`src/rtl/pio_hex_display_pkg.sv`:
```
// Shared types and constants for the PIO hex display.
// Segment encodings are active-low, bit0=a .. bit6=g.
package pio_hex_pkg;

  typedef enum logic [1:0] {
    S_IDLE,
    S_FLASH_OFF,
    S_FLASH_ON
  } state_e;

  localparam logic [6:0] SEG_BLANK = 7'h7F;
  localparam logic [6:0] SEG_ZERO  = 7'h40;

  // Entry n holds the glyph for hex digit n.
  localparam logic [15:0][6:0] SEG_TABLE = {
    7'h0E, 7'h06, 7'h21, 7'h46,
    7'h03, 7'h08, 7'h10, 7'h00,
    7'h78, 7'h02, 7'h12, 7'h19,
    7'h30, 7'h24, 7'h79, 7'h40
  };

endpackage

```
`src/rtl/pio_hex_display_hex7seg.sv`:
```
// One hex digit to active-low seven-segment glyph.
// Purely combinational.
module hex7seg
  import pio_hex_pkg::*;
(
  input  logic [3:0] dig_i,
  output logic [6:0] seg_o
);

  assign seg_o = SEG_TABLE[dig_i];

endmodule

```
`src/rtl/pio_hex_display.sv`:
```
// Shows the LED PIO value on hex1:hex0 with a flash on change,
// and a saturating change counter on hex5:hex2.
module pio_hex_display
  import pio_hex_pkg::*;
#(
  parameter int unsigned FLASH_CYC   = 12_500_000,
  parameter int unsigned SYNC_STAGES = 2
) (
  input  logic       clk,
  input  logic       reset_n,
  input  logic [7:0] pio_value,
  input  logic       freeze,
  input  logic       clear_n,
  output logic [6:0] hex0,
  output logic [6:0] hex1,
  output logic [6:0] hex2,
  output logic [6:0] hex3,
  output logic [6:0] hex4,
  output logic [6:0] hex5,
  output logic       change_pulse
);

  localparam logic [23:0] RELOAD = 24'(FLASH_CYC - 1);

  logic [7:0]             last_q;
  logic [7:0]             disp_q, disp_d;
  logic [15:0]            cnt_q, cnt_d;
  logic [23:0]            tmr_q, tmr_d;
  state_e                 st_q, st_d;
  logic                   cp_q;
  logic [SYNC_STAGES-1:0] frz_q;
  logic [SYNC_STAGES-1:0] clr_q;
  logic                   clr_prev_q;
  logic [6:0]             hex_q [6];
  logic [3:0]             nib [6];
  logic [6:0]             seg [6];

  logic freeze_s;
  logic clr_s;
  logic clr_fall;
  logic change;
  logic accept;

  assign freeze_s = frz_q[SYNC_STAGES-1];
  assign clr_s    = clr_q[SYNC_STAGES-1];
  assign clr_fall = clr_prev_q & ~clr_s;
  assign change   = (pio_value != last_q);
  assign accept   = change & ~freeze_s;

  always_ff @(posedge clk or negedge reset_n) begin
    if (!reset_n) begin
      frz_q      <= '0;
      clr_q      <= '1;
      clr_prev_q <= 1'b1;
    end else begin
      frz_q      <= {frz_q[SYNC_STAGES-2:0], freeze};
      clr_q      <= {clr_q[SYNC_STAGES-2:0], clear_n};
      clr_prev_q <= clr_s;
    end
  end

  assign disp_d = accept ? pio_value : disp_q;

  // A clear coinciding with a change counts that change.
  always_comb begin
    cnt_d = cnt_q;
    if (clr_fall) begin
      cnt_d = change ? 16'd1 : 16'd0;
    end else if (change && (cnt_q != 16'hFFFF)) begin
      cnt_d = cnt_q + 16'd1;
    end
  end

  always_comb begin
    st_d  = st_q;
    tmr_d = tmr_q;
    unique case (st_q)
      S_IDLE: begin
        if (accept) begin
          st_d  = S_FLASH_OFF;
          tmr_d = RELOAD;
        end
      end
      S_FLASH_OFF: begin
        if (accept) begin
          tmr_d = RELOAD;
        end else if (tmr_q == 24'd0) begin
          st_d  = S_FLASH_ON;
          tmr_d = RELOAD;
        end else begin
          tmr_d = tmr_q - 24'd1;
        end
      end
      S_FLASH_ON: begin
        if (accept) begin
          st_d  = S_FLASH_OFF;
          tmr_d = RELOAD;
        end else if (tmr_q == 24'd0) begin
          st_d  = S_IDLE;
        end else begin
          tmr_d = tmr_q - 24'd1;
        end
      end
      default: begin
        st_d  = S_IDLE;
        tmr_d = '0;
      end
    endcase
  end

  always_ff @(posedge clk or negedge reset_n) begin
    if (!reset_n) begin
      last_q <= '0;
      disp_q <= '0;
      cnt_q  <= '0;
      tmr_q  <= '0;
      st_q   <= S_IDLE;
      cp_q   <= 1'b0;
    end else begin
      last_q <= pio_value;
      disp_q <= disp_d;
      cnt_q  <= cnt_d;
      tmr_q  <= tmr_d;
      st_q   <= st_d;
      cp_q   <= change;
    end
  end

  // Value digits follow the next state so blanking lands with the change;
  // counter digits trail the counter register by one clock.
  always_comb begin
    nib[0] = disp_d[3:0];
    nib[1] = disp_d[7:4];
    nib[2] = cnt_q[3:0];
    nib[3] = cnt_q[7:4];
    nib[4] = cnt_q[11:8];
    nib[5] = cnt_q[15:12];
  end

  for (genvar i = 0; i < 6; i++) begin : g_seg
    hex7seg u_seg (
      .dig_i (nib[i]),
      .seg_o (seg[i])
    );
  end

  always_ff @(posedge clk or negedge reset_n) begin
    if (!reset_n) begin
      for (int i = 0; i < 6; i++) begin
        hex_q[i] <= SEG_ZERO;
      end
    end else begin
      for (int i = 0; i < 6; i++) begin
        if (i < 2 && st_d == S_FLASH_OFF) begin
          hex_q[i] <= SEG_BLANK;
        end else begin
          hex_q[i] <= seg[i];
        end
      end
    end
  end

  assign hex0         = hex_q[0];
  assign hex1         = hex_q[1];
  assign hex2         = hex_q[2];
  assign hex3         = hex_q[3];
  assign hex4         = hex_q[4];
  assign hex5         = hex_q[5];
  assign change_pulse = cp_q;

endmodule

```
`config.mk`:
```
export PLATFORM = sky130hd
export DESIGN_NAME = pio_hex_display
export DESIGN_NICKNAME = d
export VERILOG_FILES = /design/src/rtl/pio_hex_display_pkg.sv /design/src/rtl/pio_hex_display_hex7seg.sv /design/src/rtl/pio_hex_display.sv
export SDC_FILE = /design/constraint.sdc
export NUM_CORES = 1
export LEC_CHECK = 0
export ABC_AREA = 1
export ABC_CLOCK_PERIOD_IN_PS = 2400
export BUFFER_PORTS_ARGS = -buffer_cell sky130_fd_sc_hd__buf_2
export CAP_MARGIN = 20
export CORE_ASPECT_RATIO = 0.75
export CORE_MARGIN = 2
export CORE_UTILIZATION = 43
export DETAILED_ROUTE_END_ITERATION = 12
export GPL_ROUTABILITY_DRIVEN = 0
export GPL_TIMING_DRIVEN = 0
export PLACE_DENSITY = 0.63
export SETUP_SLACK_MARGIN = 0.5
export SLEW_MARGIN = 20
export SYNTH_ARGS = -nofsm -noshare
export SYNTH_HDL_FRONTEND = slang
export SYNTH_SLANG_ARGS = --single-unit
export TNS_END_PERCENT = 10
```
`constraint.sdc`:
```
create_clock -name clk -period 2.4 [get_ports clk]
set_clock_uncertainty 0.05 [all_clocks]
set_input_delay 0.24 -clock clk [delete_from_list [all_inputs] [get_ports clk]]
set_output_delay 0.24 -clock clk [all_outputs]
set_load 0.02 [all_outputs]
```
==> results <==
- The overall routed net length is 15000 um.
- The setup slack of the critical path after layout is 0.448 ns.
- The area added between synthesis and finish is 25.0%.
- For this design the static power due to leakage is 3.65 nW.
- The pin count of the biggest net entering global routing is 73.
- The number of enable-type register cells in the synthesized netlist is 0.
- Of all nets on the critical path, the largest fanout is 6.
- Counting the fill cells in the layout gives 1281.
- The number of antenna violations at the first check in global routing came to 0.
- The share of post-route cells with drive strength above 1 is 25.8%.
- Setup repair after global routing could not meet its margin everywhere.
- The number of buffer cells added on primary ports is 54.
- The power per standard cell area is 578 mW/mm^2.
- Excluding fillers, the count of instances in the completed layout stands at 1069.
- For this configuration, the core starts out at a cell density of 44.5%.
- The global-route wire length before repair is 24900 um.
- The number of primary I/O pins is 55.
- In this run the tightest slew margin relative to its limit is 68.0%.
- The maximum resistive drop on vdd is 0.395 mV.
- The sort of element at the start of the critical path is a register.
- Counting every sink on the clock net gives 106.
- Summing the areas of all and, or, nand and nor instances in the mapped netlist gives 29.4% of the synthesized area.
- The clock reaches the later pin of the worst-skew pair after 0.36 ns.
- After detailed routing, the number of vias per cell comes to 5.03.
- After legalization and detailed placement, the total HPWL measured 10200 um.
- Clock-pin slew was measured on the worst setup and hold paths at 0.07 ns.
- The CTS root buffer is sky130_fd_sc_hd__clkbuf_16.
- For this run, the top clock speed supported by timing is 0.512 GHz.
- The H-tree was split into 3 levels.
- Measured along the y axis, the die boundary spans 108 um.
- The total buffers and inverters traversed by the critical path is 2.
- The post-detailed-route wirelength per cell is 14.0 um.
- The final layout contains 939 nets.
- The complex-gate fraction of the synthesized area is 8.79%.
- Once detail routing completed, the nets flagged for antenna violations numbered 0.
- The portion of synthesized area spent on multiplexers is 0%.
- The commonest cells after synthesis are sky130_fd_sc_hd__nand2_1 (186), sky130_fd_sc_hd__dfrtp_1 (97), sky130_fd_sc_hd__inv_1 (89), sky130_fd_sc_hd__nand3_1 (87), sky130_fd_sc_hd__nor2_1 (84).
- The total global routing overflow is 0.
- The type of the setup path with the least slack is register to register.
- The via count of the first global-routing pass is 4835.
- The final hold slack is 0.0316 ns.
- The placed cell count is 1006.
- The die extent in x is 142 um.
- The path class of the tightest hold or removal check is input pin to register.
- Global routing used 20.5% of the available tracks across all layers.
- The final number of setup-violating endpoints is 0.
- The post-synthesis cell area is 0.00618 mm^2.
- The Yosys step of the flow raised 0 warnings.
- The maximum count of clock buffers along a single path is 2.
- The worst setup slack after placement is 0.0912 ns.
- Once layout is complete, the utilization of the core stands at 55.6%.
- The most numerous cell type found on the critical path is sky130_fd_sc_hd__nand3_1.
- The time the worst path needs with I/O delays and setup is 1.95 ns.
- The xor and xnor area share after synthesis is 3.26%.
- The gate count of the mapped netlist is 776.
- The delay of the slowest cell on the worst path is 0.37 ns.
- The worst setup path is captured at a register.
- Synthesis instantiated 44 different standard cells from the library.
- Before antenna repair, the detailed router went through 5 iterations.
- The highest-delay cell along the critical path is sky130_fd_sc_hd__dfrtp_1.
- The slew of the pin with the lowest slew margin is 0.481 ns.
- A synthesized cell averages 7.97 um^2.
- Sequential elements use 43.1% of the synthesized area.
- The die covers 0.0154 mm^2.
- The final count of hold timing violations is 0.
- Max-cap violations in this run came to 0.
- For this run, asynchronously set or reset flops after synthesis account for 100%.
- The area share of the largest cell type after synthesis is 39.3%.
- sky130_fd_sc_hd__nand2_1 is the most common cell in the netlist.
- The total via count in the routed design is 5378.
- Data arrives at the worst endpoint at 2.14 ns.
- Once layout is done, the placed cells without fillers occupy 0.00772 mm^2.
- The fraction of the cycle the final worst path needs is 81.3%.
- In this run, CTS created clock tree buffers numbering 9.
- Broken down by cell family, the worst path's largest delay share belongs to simple AND/OR/NAND/NOR gates.
- The number of slew-limit violations in the final report is 0.
- The number of inserted diodes is 0.
- In the synthesized netlist the dominant register cell turns out to be sky130_fd_sc_hd__dfrtp_1.
- Power comes to 4.46 mW.
- The biggest area contributor in the post-synthesis netlist is sky130_fd_sc_hd__dfrtp_1.
- The critical path goes through xnor2_1, nand2_1, nor2_4, nand2_4, buf_8, nand3_2, nand2_4, ha_2, inv_1, nand3_1, nand3_1, nand3_1.
- The area of the core is 0.0139 mm^2.
- The largest family of logic cells by synthesized area is simple AND/OR/NAND/NOR gates.
- TritonCTS built the clock tree.
- After synthesis, the cell types taking the most area are sky130_fd_sc_hd__dfrtp_1 (39%), sky130_fd_sc_hd__nand2_1 (11%), sky130_fd_sc_hd__ha_1 (7.7%), sky130_fd_sc_hd__nand3_1 (7.0%), sky130_fd_sc_hd__inv_1 (5.4%).
- The flow ran to the end, and the final reports show no timing, DRC or antenna violations.
- Data on the critical path is required at its endpoint by 2.58 ns.
- The setup TNS is 0 ns.
- After Yosys synthesis, full adders, half adders and majority gates account for 7.69% of the synthesized area.
- The floorplan has 37 rows.
- Synthesis produced a netlist with a net count of 826.
- Counting flops and latches in the post-synthesis netlist gives 106.
- The post-placement cell area is 0.00671 mm^2.
- The first routing iteration left 320 violations.
- After detailed routing, the number of remaining DRC violations is 0.
final timing paths:
check / from / end / slack, ns / depth (start not counted)
worst min register to register: clr_q[0] / clr_q[1] / 0.31 / 0
max in group asynchronous: reset_n / hex0[6] / 1.29 / 3
worst min-delay path: pio_value[3] / last_q[3] / 0.03 / 1
worst max register to register: last_q[3] / hex0[0] / 0.45 / 12
worst max-delay path: last_q[3] / hex0[0] / 0.45 / 12
min in group asynchronous: reset_n / tmr_q[17] / 0.30 / 2
cells by family (layout without fill, tap and decap cells):
logic type,count (synthesis),after routing
flip-flops,106,106
XOR/XNOR,23,23
adder cells (fa/ha/maj),38,38
AND/OR/NAND/NOR,407,407
buffers and inverters,113,231
AO/OA/AOI/OAI,89,89
what timing repair did:
item | in CTS | in global routing
cloned | 0 | 0
endpoints found under the setup margin | 43 | 54
setup buffers | 22 | 15
pin swaps | 18 | 7
gates resized for setup | 58 | 29
hold endpoints to repair | 41 | 1
hold buffers | 9 | 1
routing by layer:
layer  GRT usage [%]  routed length [um]  vias to the layer above
met5               0                   0                        -
met3            5.03                 869                       15
met1            32.3                7750                     2496
met2            28.1                6220                      138
li1                -                   -                     2729
met4            4.46                 158                        0
worst register-to-register path, cell delays in order, from the launching register on:
cell	delay, ns
sky130_fd_sc_hd__dfrtp_1	0.37
sky130_fd_sc_hd__xnor2_1	0.15
sky130_fd_sc_hd__nand2_1	0.13
sky130_fd_sc_hd__nor2_4	0.13
sky130_fd_sc_hd__nand2_4	0.09
sky130_fd_sc_hd__buf_8	0.15
sky130_fd_sc_hd__nand3_2	0.07
sky130_fd_sc_hd__nand2_4	0.10
sky130_fd_sc_hd__ha_2	0.22
sky130_fd_sc_hd__inv_1	0.08
sky130_fd_sc_hd__nand3_1	0.10
sky130_fd_sc_hd__nand3_1	0.11
sky130_fd_sc_hd__nand3_1	0.08
flip-flops by register name, summed over array words and instances (netlist names):
register      count
tmr_q            24
cnt_q            16
disp_q            8
last_q            8
hex0              7
hex1              7
hex2              7
hex3              7
hex4              7
hex5              7
clr_q             2
frz_q             2
st_q              2
change_pulse      1
clr_prev_q        1
placed cells by master (no fill, tap or decap), types with 10 or more instances in the layout:
cell / count
sky130_fd_sc_hd__nand2_2: 16
sky130_fd_sc_hd__ha_1: 27
sky130_fd_sc_hd__a21oi_1: 13
sky130_fd_sc_hd__nand2_1: 173
sky130_fd_sc_hd__nand4_1: 12
sky130_fd_sc_hd__nor2_1: 73
sky130_fd_sc_hd__nand3_1: 76
sky130_fd_sc_hd__buf_2: 57
sky130_fd_sc_hd__buf_4: 35
sky130_fd_sc_hd__nor2_2: 12
sky130_fd_sc_hd__xor2_1: 14
sky130_fd_sc_hd__o21ai_1: 11
sky130_fd_sc_hd__dfrtp_1: 92
sky130_fd_sc_hd__o21ai_0: 34
sky130_fd_sc_hd__dlygate4sd3_1: 10
sky130_fd_sc_hd__inv_1: 83
final cells by class:
type	count	area (um^2)	share of cell area [%]
multi-input cells	557	3320	43.0
flip-flops and latches	106	2670	34.6
repair buffers	102	709	9.19
inverters	97	380	4.92
clock buffers	10	239	3.09
well taps	175	219	2.83
plain buffers	16	125	1.62
clock inverters	6	60.1	0.778
power breakdown:
part           leakage [nW]  total [mW]  switching, mW  internal [mW]
registers              1.24        1.99         0.0588           1.93
clock network         0.140        1.47          0.712          0.754
logic                  2.27        1.01          0.640          0.367
Power figures use the tool's default switching activity.
